### src/rtl/mode_button_ctrl.sv
// mode_button_ctrl: turns the two active-low board buttons into the shared 2-bit
// distortion mode. Synchronise, debounce, edge-detect, then step the mode with
// wrap-around, auto-repeat on hold and lock-out when both buttons are pressed.
module mode_button_ctrl #(
   parameter int unsigned DEBOUNCE_CYCLES = 1_000_000,
   parameter int unsigned HOLD_CYCLES     = 25_000_000,
   parameter int unsigned REPEAT_CYCLES   = 10_000_000,
   parameter logic [1:0]  RESET_MODE      = 2'b00
) (
   input  logic       clk,
   input  logic       reset_n,
   input  logic       key_up_n,
   input  logic       key_down_n,
   output logic [1:0] mode,
   output logic       mode_changed,
   output logic       up_db,
   output logic       down_db
);

   localparam int unsigned MAX_HR  = (HOLD_CYCLES > REPEAT_CYCLES) ? HOLD_CYCLES : REPEAT_CYCLES;
   localparam int unsigned MAX_ALL = (MAX_HR > DEBOUNCE_CYCLES) ? MAX_HR : DEBOUNCE_CYCLES;
   localparam int unsigned TW      = (MAX_ALL > 1) ? $clog2(MAX_ALL) : 1;

   localparam logic [TW-1:0] DB_LAST   = TW'(DEBOUNCE_CYCLES - 1);
   localparam logic [TW-1:0] HOLD_LAST = TW'(HOLD_CYCLES - 1);
   localparam logic [TW-1:0] REP_LAST  = TW'(REPEAT_CYCLES - 1);

   typedef enum logic [1:0] {
      S_IDLE   = 2'd0,
      S_HOLD   = 2'd1,
      S_REPEAT = 2'd2,
      S_LOCK   = 2'd3
   } state_t;

   logic [1:0]    up_sync_q, dn_sync_q;
   logic          up_s, dn_s;
   logic [TW-1:0] up_cnt_q, dn_cnt_q;
   logic          up_db_q, dn_db_q;
   logic          up_prev_q, dn_prev_q;
   logic          up_rise, dn_rise;
   logic [1:0]    vld_q;
   logic          armed_q;
   state_t        state_q;
   logic          dir_q;
   logic [TW-1:0] tmr_q;
   logic [1:0]    mode_q;
   logic          mode_changed_q;
   logic          act_held, other_held;
   logic [1:0]    step_mode;

   // Two-flop synchronisers; idle level of the pins is 1 (released)
   always_ff @(posedge clk) begin
      if (!reset_n) begin
         up_sync_q <= 2'b11;
         dn_sync_q <= 2'b11;
      end else begin
         up_sync_q <= {up_sync_q[0], key_up_n};
         dn_sync_q <= {dn_sync_q[0], key_down_n};
      end
   end

   assign up_s = ~up_sync_q[1];
   assign dn_s = ~dn_sync_q[1];

   // Per-key debounce: a level must differ for DEBOUNCE_CYCLES cycles before it is accepted
   always_ff @(posedge clk) begin
      if (!reset_n) begin
         up_cnt_q  <= '0;
         dn_cnt_q  <= '0;
         up_db_q   <= 1'b0;
         dn_db_q   <= 1'b0;
         up_prev_q <= 1'b0;
         dn_prev_q <= 1'b0;
      end else begin
         up_prev_q <= up_db_q;
         dn_prev_q <= dn_db_q;
         if (up_s == up_db_q) begin
            up_cnt_q <= '0;
         end else if (up_cnt_q == DB_LAST) begin
            up_db_q  <= ~up_db_q;
            up_cnt_q <= '0;
         end else begin
            up_cnt_q <= up_cnt_q + TW'(1);
         end
         if (dn_s == dn_db_q) begin
            dn_cnt_q <= '0;
         end else if (dn_cnt_q == DB_LAST) begin
            dn_db_q  <= ~dn_db_q;
            dn_cnt_q <= '0;
         end else begin
            dn_cnt_q <= dn_cnt_q + TW'(1);
         end
      end
   end

   // Arm stepping only once both keys are seen released after reset, so a key held
   // through reset cannot produce a step until it is released and pressed again
   always_ff @(posedge clk) begin
      if (!reset_n) begin
         vld_q   <= 2'b00;
         armed_q <= 1'b0;
      end else begin
         vld_q <= {vld_q[0], 1'b1};
         if (vld_q[1] && !up_s && !dn_s && !up_db_q && !dn_db_q) begin
            armed_q <= 1'b1;
         end
      end
   end

   assign up_rise    = up_db_q & ~up_prev_q;
   assign dn_rise    = dn_db_q & ~dn_prev_q;
   assign act_held   = dir_q ? up_db_q : dn_db_q;
   assign other_held = dir_q ? dn_db_q : up_db_q;
   assign step_mode  = dir_q ? (mode_q + 2'd1) : (mode_q - 2'd1);

   // Step FSM with registered mode and one-cycle change pulse
   always_ff @(posedge clk) begin
      if (!reset_n) begin
         state_q        <= S_IDLE;
         dir_q          <= 1'b1;
         tmr_q          <= '0;
         mode_q         <= RESET_MODE;
         mode_changed_q <= 1'b0;
      end else begin
         mode_changed_q <= 1'b0;
         case (state_q)
            S_IDLE: begin
               if (up_rise || dn_rise) begin
                  if (!armed_q || (up_rise && dn_db_q) || (dn_rise && up_db_q)) begin
                     state_q <= S_LOCK;
                  end else if (up_rise) begin
                     mode_q         <= mode_q + 2'd1;
                     mode_changed_q <= 1'b1;
                     dir_q          <= 1'b1;
                     tmr_q          <= '0;
                     state_q        <= S_HOLD;
                  end else begin
                     mode_q         <= mode_q - 2'd1;
                     mode_changed_q <= 1'b1;
                     dir_q          <= 1'b0;
                     tmr_q          <= '0;
                     state_q        <= S_HOLD;
                  end
               end
            end
            S_HOLD: begin
               if (!act_held) begin
                  state_q <= S_IDLE;
               end else if (other_held) begin
                  state_q <= S_LOCK;
               end else if (tmr_q == HOLD_LAST) begin
                  mode_q         <= step_mode;
                  mode_changed_q <= 1'b1;
                  tmr_q          <= '0;
                  state_q        <= S_REPEAT;
               end else begin
                  tmr_q <= tmr_q + TW'(1);
               end
            end
            S_REPEAT: begin
               if (!act_held) begin
                  state_q <= S_IDLE;
               end else if (other_held) begin
                  state_q <= S_LOCK;
               end else if (tmr_q == REP_LAST) begin
                  mode_q         <= step_mode;
                  mode_changed_q <= 1'b1;
                  tmr_q          <= '0;
               end else begin
                  tmr_q <= tmr_q + TW'(1);
               end
            end
            default: begin
               if (!up_db_q && !dn_db_q) begin
                  state_q <= S_IDLE;
               end
            end
         endcase
      end
   end

   assign mode         = mode_q;
   assign mode_changed = mode_changed_q;
   assign up_db        = up_db_q;
   assign down_db      = dn_db_q;

endmodule

### config.mk
export PLATFORM = sky130hd
export DESIGN_NAME = mode_button_ctrl
export DESIGN_NICKNAME = d
export VERILOG_FILES = /design/src/rtl/mode_button_ctrl.sv
export SDC_FILE = /design/constraint.sdc
export NUM_CORES = 1
export LEC_CHECK = 0
export ABC_AREA = 1
export CORE_ASPECT_RATIO = 1.5
export CORE_UTILIZATION = 60
export DETAILED_ROUTE_END_ITERATION = 7
export PLACE_DENSITY = 0.83
export SKIP_CTS_REPAIR_TIMING = 1
export SYNTH_ARGS = -nofsm -noshare
export SYNTH_HDL_FRONTEND = slang
export SYNTH_SLANG_ARGS = --single-unit
### constraint.sdc
create_clock -name clk -period 5.9 [get_ports clk]
set_clock_uncertainty 0.15 [all_clocks]
set_input_delay 0.59 -clock clk [delete_from_list [all_inputs] [get_ports clk]]
set_output_delay 0.59 -clock clk [all_outputs]
set_load 0.01 [all_outputs]
==> impl_metrics.json, run 1 <==
{
  "cts-root-to-sink-buffers": 2,
  "crit_path_max_fanout": 25,
  "cp_data_arrival_time_ns": 2.83,
  "whs_path_depth": 1,
  "worst_slew_pin_slew_ns": 0.9373,
  "yosysTopAreaCell": "dfxtp_1",
  "floorplan.die.height_um": 113.3,
  "drt_iter0_drc": 306,
  "count_of_mapped_cells_out_of_synthesis": 767,
  "post_synth_num_cell_types": 38,
  "regToRegStartpoint": "state_q[0]",
  "cts_tree": "yes",
  "route.vias.total": 4700,
  "final_min_period_over_clock_period_pct": 46.39,
  "drtPass1Iterations": 5,
  "post-synth-top-area-fraction_pct": 37.18,
  "layout.cells.most_common": "nand2_1",
  "power_per_cell_area_mw_per_mm2": 228.2,
  "critPathKind": "input port to flip-flop",
  "cts_buffers": 9,
  "syn_avg_cell_area_sq_um": 6.458,
  "worst_vdd_drop_mv": 0.2223,
  "dieWidth_um": 76.19,
  "setup_tns_ns": 0,
  "power_frac_clock_pct": 48.0,
  "hold_violations": 0,
  "slew-limit-headroom_pct": 37.34,
  "detailed_place_hpwl_um": 8042,
  "instance_area_at_placement_sq_mm": 0.005101,
  "io_pins": 9,
  "route.antenna.remaining_nets": 0,
  "p_total_mw": 1.236,
  "initial_antenna_violation_count": 0,
  "avgViaCountPerCell": 5.311,
  "total_setup_violations_reported_at_the_end_of_the_flow": 0,
  "track_usage_pct": 26.88,
  "final_cell_mix": "nand2_1, nor2_1, inv_1",
  "hold_path.class": "flip-flop to flip-flop",
  "rsz0062_at_grt": "false",
  "ys_top_cells_by_area": "dfxtp_1, nand2_1, nor2_1, inv_1, nand3_1",
  "final_design_area_no_fill_sq_mm": 0.005414,
  "clock_latency_ns": 0.35,
  "largest_net_degree_at_the_start_of_global_routing": 26,
  "layout.nets": 786,
  "timing.final.max_slew_violations": 0,
  "globalRouteOverflowTotal": 0,
  "timing.max_cap.violations": 0,
  "worst_r2r_path_depth": 12,
  "critical_path.reg2reg.endpoint": "tmr_q[24]",
  "grt_first_pass_wirelength_um": 18710,
  "startpoint_type": "input port",
  "yosys_warnings": 0,
  "r2r_setup_slack_ns": 3.24,
  "combinationalPowerShare_pct": 1.4,
  "synthesis.area_sq_mm": 0.004954,
  "grt_pass1_vias": 4517,
  "drt-total-wl_um": 10900,
  "fraction_of_layout_instances_using_a_drive_strength_above_1_pct": 5.000,
  "yosysSeqAreaShare_pct": 37.18,
  "hp-start": "dn_sync_q[0]",
  "synth_edf_count": 0,
  "port_buffers": 8,
  "synth_seq_cells": 92,
  "power.sequential.fraction_pct": 50.6,
  "cp_data_required_time_ns": 5.99,
  "antenna_cells": 0,
  "core_sq_mm": 0.008008,
  "dieArea_sq_mm": 0.008631,
  "status": "complete, no violations",
  "critical_path.endpoint_type": "flip-flop",
  "path_clk_slew_ns": 0.06,
  "htree_num_levels": 3,
  "fraction_of_power_spent_switching_nets_pct": 20.60,
  "async_reset_ff_share_pct": 0,
  "cellLeakagePower_nw": 2.081,
  "area_growth_pct": 9.295,
  "synth_top_flop_cell": "dfxtp_1",
  "timing.final.crit_period_ns": 2.737,
  "clockRootBuffer": "clkbuf_16",
  "power.net_switching_mw": 0.2545,
  "initial_core_util_pct": 61.86,
  "fp-row-count": 40,
  "detail_route.drc_violations": 0,
  "min_delay_worst_endpoint": "dn_sync_q[1]",
  "cts.sink_count": 92,
  "gpl.final_weighted_congestion": 0.9388,
  "intPower_mw": 0.9810,
  "drt-wirelength-per-cell_um": 12.31,
  "postSynthNetCount": 778,
  "fmax_mhz": 365.3
}
## through the flow
step	instances	util (%)	setup slack, ns	hold WS (ns)
floorplan	767	-	3.928	0.2405
global placement	869	63.70	2.835	0.2441
detailed placement	869	63.70	2.791	0.2495
CTS	885	67.61	3.175	0.2623
global route	885	67.61	2.936	0.2728
finish	885	67.61	3.163	0.2612
## registers in the layout (all words and copies together), names as in the netlist
signal and flops:
state_q 2, up_sync_q 2, armed_q 1, down_db 1, vld_q 2, dir_q 1, dn_prev_q 1, dn_cnt_q 25
mode_changed 1, up_db 1, up_prev_q 1, up_cnt_q 25, tmr_q 25, dn_sync_q 2, mode 2
## power by group through the flow
| stage | Clock, mW | Combinational [mW] | Sequential [mW] |
|---|---|---|---|
| detailed placement | 0 | 0.0170 | 0.639 |
| global route | 0.630 | 0.0188 | 0.625 |
| global placement | 0 | 0.0166 | 0.639 |
| finish | 0.594 | 0.0170 | 0.625 |
| CTS | 0.604 | 0.0170 | 0.625 |
| floorplan | 0 | 0.0126 | 0.639 |
## cell usage after synthesis (2+ instances only)
cell type,count
buf_4,2
o21ai_2,2
nor4_1,4
a21oi_1,24
buf_2,6
dfxtp_1,92
nand3_1,60
inv_2,4
xor2_1,16
a31oi_1,2
ha_1,7
or2_2,6
nor3_1,31
nor2_4,2
xnor2_1,6
nand4_1,23
nor2_1,147
inv_1,112
nand2_1,180
nor2_2,2
o21ai_0,22
## metal layers
metal | GRT usage, % | routed length, um | vias up
met5 | 0 | 0 | -
met4 | 16.28 | 446 | 0
met3 | 3.790 | 336 | 40
met2 | 51.45 | 5809 | 114
met1 | 27.35 | 4302 | 2119
li1 | - | - | 2427
## worst max-delay path, stage by stage
cell and delay [ns]:
clkdlybuf4s50_1 0.97, nand3_1 0.85, nor3b_1 0.41
## layout make-up
type                            instances  area, sq um
Fill cell                             722         2594
Tap cell                              105        131.4
Clock buffer                           11        252.7
Inverter                              116        435.4
Multi-Input combinational cell        548         2613
Clock inverter                          5        60.06
Timing Repair Buffer                    8        80.08
Sequential cell                        92         1842
## how the worst max path moves through the flow
stage	start	to	slack (ns)	depth (start not counted)
after detailed placement	reset_n	dn_cnt_q[13]	2.79	3
after CTS	reset_n	dn_cnt_q[13]	3.17	3
final	reset_n	dn_cnt_q[13]	3.16	3
after floorplan	state_q[0]	tmr_q[3]	3.93	12
after global placement	reset_n	dn_cnt_q[13]	2.84	3
after global routing	reset_n	dn_cnt_q[13]	2.94	3
## kinds of logic after synthesis
group	synth area share (%)
buffers and inverters	10.08
adders and majority gates	1.768
AOI/OAI and AO/OA	6.063
and+or+nand+nor	41.02
xor gates and xnor gates	3.890
DFF	37.18
Note: power is estimated with default switching activity, not from simulation.
==> run 2, diff against run 1 <==
CORE_UTILIZATION = 56   (was 60)
PLACE_DENSITY = 0.82   (was 0.83)
clock period = 2.35 ns   (was 5.9 ns; I/O delays follow)
==> impl_metrics.json, run 2 (synthesized netlist as in run 1, its figures left out) <==
{
  "regToRegStartpoint": "state_q[0]",
  "dieArea_sq_mm": 0.009233,
  "fp-row-count": 41,
  "largest_net_degree_at_the_start_of_global_routing": 26,
  "route.vias.total": 4788,
  "worst_slew_pin_slew_ns": 0.5173,
  "worst_r2r_path_depth": 12,
  "hold_violations": 0,
  "avgViaCountPerCell": 5.362,
  "setup_tns_ns": 0,
  "numPlacedInstances": 877,
  "clock_latency_ns": 0.35,
  "drt_iter0_drc": 257,
  "drtPass1Iterations": 5,
  "io_pins": 9,
  "globalRouteOverflowTotal": 0,
  "rsz0062_at_grt": "false",
  "area_growth_pct": 10.08,
  "grt_first_pass_wirelength_um": 18310,
  "timing.final.max_slew_violations": 0,
  "whs_path_depth": 1,
  "final_min_period_over_clock_period_pct": 95.14,
  "critPathKind": "flip-flop to flip-flop",
  "floorplan.die.height_um": 117.2,
  "initial_antenna_violation_count": 0,
  "antenna_cells": 0,
  "final_cell_mix": "nand2_1, nor2_1, inv_1",
  "non_filler_instances": 893,
  "drt-total-wl_um": 10900,
  "worst_vdd_drop_mv": 0.4266,
  "timing.max_cap.violations": 0,
  "layout.nets": 792,
  "r2r_setup_slack_ns": 0.11,
  "cp_data_arrival_time_ns": 2.32,
  "htree_num_levels": 3,
  "critical_path.reg2reg.endpoint": "tmr_q[19]",
  "status": "complete, no violations",
  "cts-root-to-sink-buffers": 2,
  "fraction_of_layout_instances_using_a_drive_strength_above_1_pct": 5.725,
  "detail_route.drc_violations": 0,
  "track_usage_pct": 25.37,
  "cts_buffers": 9,
  "timing.final.crit_period_ns": 2.236,
  "cts.sink_count": 92,
  "route.antenna.remaining_nets": 0,
  "layout.cells.most_common": "nand2_1",
  "cp_data_required_time_ns": 2.44,
  "critical_path.endpoint_type": "flip-flop",
  "crit_path_max_fanout": 10,
  "fmax_mhz": 447.3,
  "port_buffers": 8,
  "core_sq_mm": 0.008516,
  "gpl.final_weighted_congestion": 0.9258,
  "drt-wirelength-per-cell_um": 12.20,
  "hold_path.class": "flip-flop to flip-flop",
  "detailed_place_hpwl_um": 8190,
  "power_per_cell_area_mw_per_mm2": 546.7,
  "grt_pass1_vias": 4473,
  "clockRootBuffer": "clkbuf_16",
  "largestRegisters": "dn_cnt_q: 25 flops, tmr_q: 25 flops, up_cnt_q: 25 flops",
  "holdWs_ns": 0.2640,
  "initial_core_util_pct": 58.17,
  "path_clk_slew_ns": 0.07,
  "total_setup_violations_reported_at_the_end_of_the_flow": 0,
  "hp-start": "up_sync_q[0]",
  "cellLeakagePower_nw": 2.104,
  "startpoint_type": "flip-flop",
  "min_delay_worst_endpoint": "up_sync_q[1]",
  "cts_tree": "yes",
  "dieWidth_um": 78.79,
  "final.fill_count": 820,
  "slew-limit-headroom_pct": 65.23
}
-- run 2: cell types whose count changed in the layout (fill, tap and decap cells not counted) --
cell and change:
buf_12 +2, buf_4 +4, bufinv_16 -1, clkbuf_1 +1, clkbuf_8 -2, inv_6 +2
nor2_1 -1, nor2_2 +1
-- run 2: cell type report --
class,instances,area (sq um),area share [%]
clock inverter,6,47.55,0.8720
tap,107,133.9,2.455
sequential,92,1842,33.78
inverter,116,435.4,7.985
clock buffer,10,229.0,4.199
timing repair buffer,14,150.1,2.754
multi-input combinational,548,2615,47.96
-- run 2: stage by stage --
step | util [%] | cell area (sq um) | worst slack (ns) | total power [mW]
CTS | 64.00 | 5450 | 0.04839 | 3.006
global route | 64.03 | 5453 | 0.002935 | 3.077
floorplan | - | 4954 | 0.3780 | 1.635
global placement | 60.76 | 5174 | 0.1842 | 1.650
detailed placement | 60.76 | 5174 | 0.05678 | 1.651
finish | 64.03 | 5453 | 0.1143 | 2.981
-- run 2: critical path, cell delays in order, from the launching register on --
cell and delay (ns):
dfxtp_1 0.37, inv_1 0.09, ha_1 0.40, inv_2 0.10, nand2_1 0.07, nand2_1 0.05, inv_1 0.07, nand2_1 0.13
nor2_8 0.23, buf_4 0.22, nand4_1 0.10, nand2_1 0.10, nor2_1 0.04
-- run 2: worst max path at each step --
stage | startpoint | cells past startpoint | endpoint
after detailed placement | up_cnt_q[0] | 10 | up_cnt_q[16]
after CTS | up_cnt_q[0] | 10 | up_cnt_q[9]
after global placement | state_q[0] | 11 | tmr_q[17]
after floorplan | state_q[0] | 12 | tmr_q[3]
final | state_q[0] | 12 | tmr_q[19]
after global routing | state_q[0] | 12 | tmr_q[19]
-- run 2: per-layer routing --
layer,global-route usage (%),vias to the layer above,part of all wire [%]
li1,-,2451,-
met1,25.31,2200,40
met2,47.71,109,52
met3,4.419,28,3.8
met4,16.91,0,3.7
met5,0,-,0
-- run 2: power breakdown --
part / total [mW] / switching, mW / internal (mW) / leakage, nW
clock network: 1.37 / 0.639 / 0.727 / 0.133
logic: 0.0472 / 0.0309 / 0.0163 / 1.23
registers: 1.57 / 0.00275 / 1.57 / 0.743
==> run 3, diff against run 2 <==
PLACE_DENSITY = default   (was 0.82)
PLACE_DENSITY_LB_ADDON = 0.15   (was default)
==> impl_metrics.json, run 3 (synthesized netlist as in run 1, its figures left out) <==
{
  "critical_path.cell_chain": "inv_1, ha_1, inv_2, nand2_1, nand2_1, inv_1, nand2_1, nor2_8, nand3_4, nand2_4, nor2_1",
  "final_design_area_no_fill_sq_mm": 0.005461,
  "cellLeakagePower_nw": 2.105,
  "cts_buffers": 9,
  "worst_slew_pin_slew_ns": 0.4848,
  "r2r_setup_slack_ns": 0.18,
  "detailed_place_hpwl_um": 8336,
  "route.vias.total": 4739,
  "initial_antenna_violation_count": 0,
  "antenna_cells": 0,
  "drt_iter0_drc": 246,
  "cts-root-to-sink-buffers": 2,
  "drtPass1Iterations": 5,
  "fraction_of_layout_instances_using_a_drive_strength_above_1_pct": 5.350,
  "fp-row-count": 41,
  "detail_route.drc_violations": 0,
  "final_util_pct": 64.13,
  "critical_path.endpoint_type": "flip-flop",
  "final_cell_mix": "nand2_1, nor2_1, inv_1",
  "cp-endpoint": "tmr_q[23]",
  "avgViaCountPerCell": 5.313,
  "instance_area_at_placement_sq_mm": 0.005161,
  "largestRegisters": "dn_cnt_q: 25 flops, tmr_q: 25 flops, up_cnt_q: 25 flops",
  "cts.sink_count": 92,
  "total_setup_violations_reported_at_the_end_of_the_flow": 0,
  "fmax_mhz": 461.4,
  "initial_core_util_pct": 58.17,
  "dieArea_sq_mm": 0.009233,
  "cpMaxStageDelayCell": "dfxtp_1",
  "startpoint_type": "flip-flop",
  "area_growth_pct": 10.26,
  "crit_top_cell": "nand2_1",
  "crit_path_max_fanout": 19,
  "status": "complete, no violations",
  "cts_tree": "yes",
  "layout.cells.most_common": "nand2_1",
  "drt-wirelength-per-cell_um": 12.60,
  "port_buffers": 8,
  "floorplan.die.height_um": 117.2,
  "htree_num_levels": 3,
  "globalRouteOverflowTotal": 0,
  "timing.final.crit_period_ns": 2.167,
  "route.antenna.remaining_nets": 0,
  "slowest_delay_ns": 0.36,
  "path_clk_slew_ns": 0.06,
  "clock_latency_ns": 0.34,
  "grt_pass1_vias": 4533,
  "timing.final.max_slew_violations": 0,
  "dieWidth_um": 78.79,
  "cp_data_required_time_ns": 2.43,
  "critical_path.reg2reg.endpoint": "tmr_q[23]",
  "critPathLaunch": "state_q[0]",
  "gpl.final_weighted_congestion": 0.9550,
  "largest_net_degree_at_the_start_of_global_routing": 26,
  "track_usage_pct": 26.03,
  "drt-total-wl_um": 11240,
  "worst_r2r_path_depth": 11,
  "cp_data_arrival_time_ns": 2.25,
  "final_min_period_over_clock_period_pct": 92.23,
  "grt_first_pass_wirelength_um": 19100,
  "critPathKind": "flip-flop to flip-flop",
  "final.fill_count": 798,
  "io_pins": 9,
  "rsz0062_at_grt": "false",
  "core_sq_mm": 0.008516,
  "setup_tns_ns": 0,
  "layout.nets": 792,
  "timing.max_cap.violations": 0,
  "hold_path.class": "flip-flop to flip-flop",
  "regToRegStartpoint": "state_q[0]",
  "power_per_cell_area_mw_per_mm2": 561.0,
  "clockRootBuffer": "clkbuf_16",
  "slew-limit-headroom_pct": 67.41,
  "hold_violations": 0,
  "worst_vdd_drop_mv": 0.4022
}
[run 3: cell types whose count changed in the layout (fill, tap and decap cells not counted)]
cell	previous run	this run
bufinv_16	0	1
buf_4	4	5
clkinv_4	2	0
nor2_2	3	2
nor2_1	146	147
inv_6	2	1
a21oi_4	1	2
clkinv_2	1	0
buf_12	2	1
clkbuf_1	1	2
a21oi_2	1	0
clkbuf_8	0	1
[run 3: metal layers]
metal	wire length, um	GRT usage [%]	vias to the layer above
li1	-	-	2445
met1	4756	28.08	2137
met2	5689	47.42	115
met3	340	3.721	42
met4	449	16.54	0
met5	0	0	-
[run 3: worst min-delay path by stage]
stage / from / slack (ns) / to / cells after the start
after floorplan: reset_n / 0.11 / vld_q[0] / 0
after detailed placement: vld_q[0] / 0.26 / vld_q[1] / 2
after global routing: up_sync_q[0] / 0.29 / up_sync_q[1] / 1
final: up_sync_q[0] / 0.27 / up_sync_q[1] / 1
after global placement: up_sync_q[0] / 0.25 / up_sync_q[1] / 1
after CTS: up_sync_q[0] / 0.27 / up_sync_q[1] / 1
[run 3: layout make-up]
cell class                 count  area (sq um)  share of cell area [%]
clock inverter                 3         46.29                  0.8477
inverter                     116         435.4                   7.973
tap                          107         133.9                   2.451
timing repair buffer          14         137.6                   2.520
clock buffer                  12         246.5                   4.513
multi-input combinational    548          2620                   47.97
sequential                    92          1842                   33.72
[run 3: power by group]
group	leakage, nW	total [mW]	internal (mW)	switching (mW)
Combinational	1.22	0.0468	0.0167	0.0301
Sequential	0.743	1.57	1.57	0.00279
Clock	0.139	1.45	0.852	0.596
Total	2.10	3.06	2.44	0.629
[run 3: per-stage QoR]
step           std cells  setup WS, ns  hold slack (ns)  power (mW)
2_1_floorplan        767        0.3780           0.1127       1.635
3_3_place_gp         877        0.2133           0.2531       1.650
3_5_place_dp         877        0.1613           0.2561       1.651
4_1_cts              892        0.1500           0.2720       3.088
5_1_grt              892       0.04029           0.2866       3.147
6_report             892        0.1826           0.2734       3.064
[run 3: worst max-delay path: cells and delay by family, from the launching register on]
kind                       cells  cell delay [ns]
buffers and inverters          3             0.22
and+or+nand+nor                7             1.00
DFF                            1             0.36
adders and majority gates      1             0.31
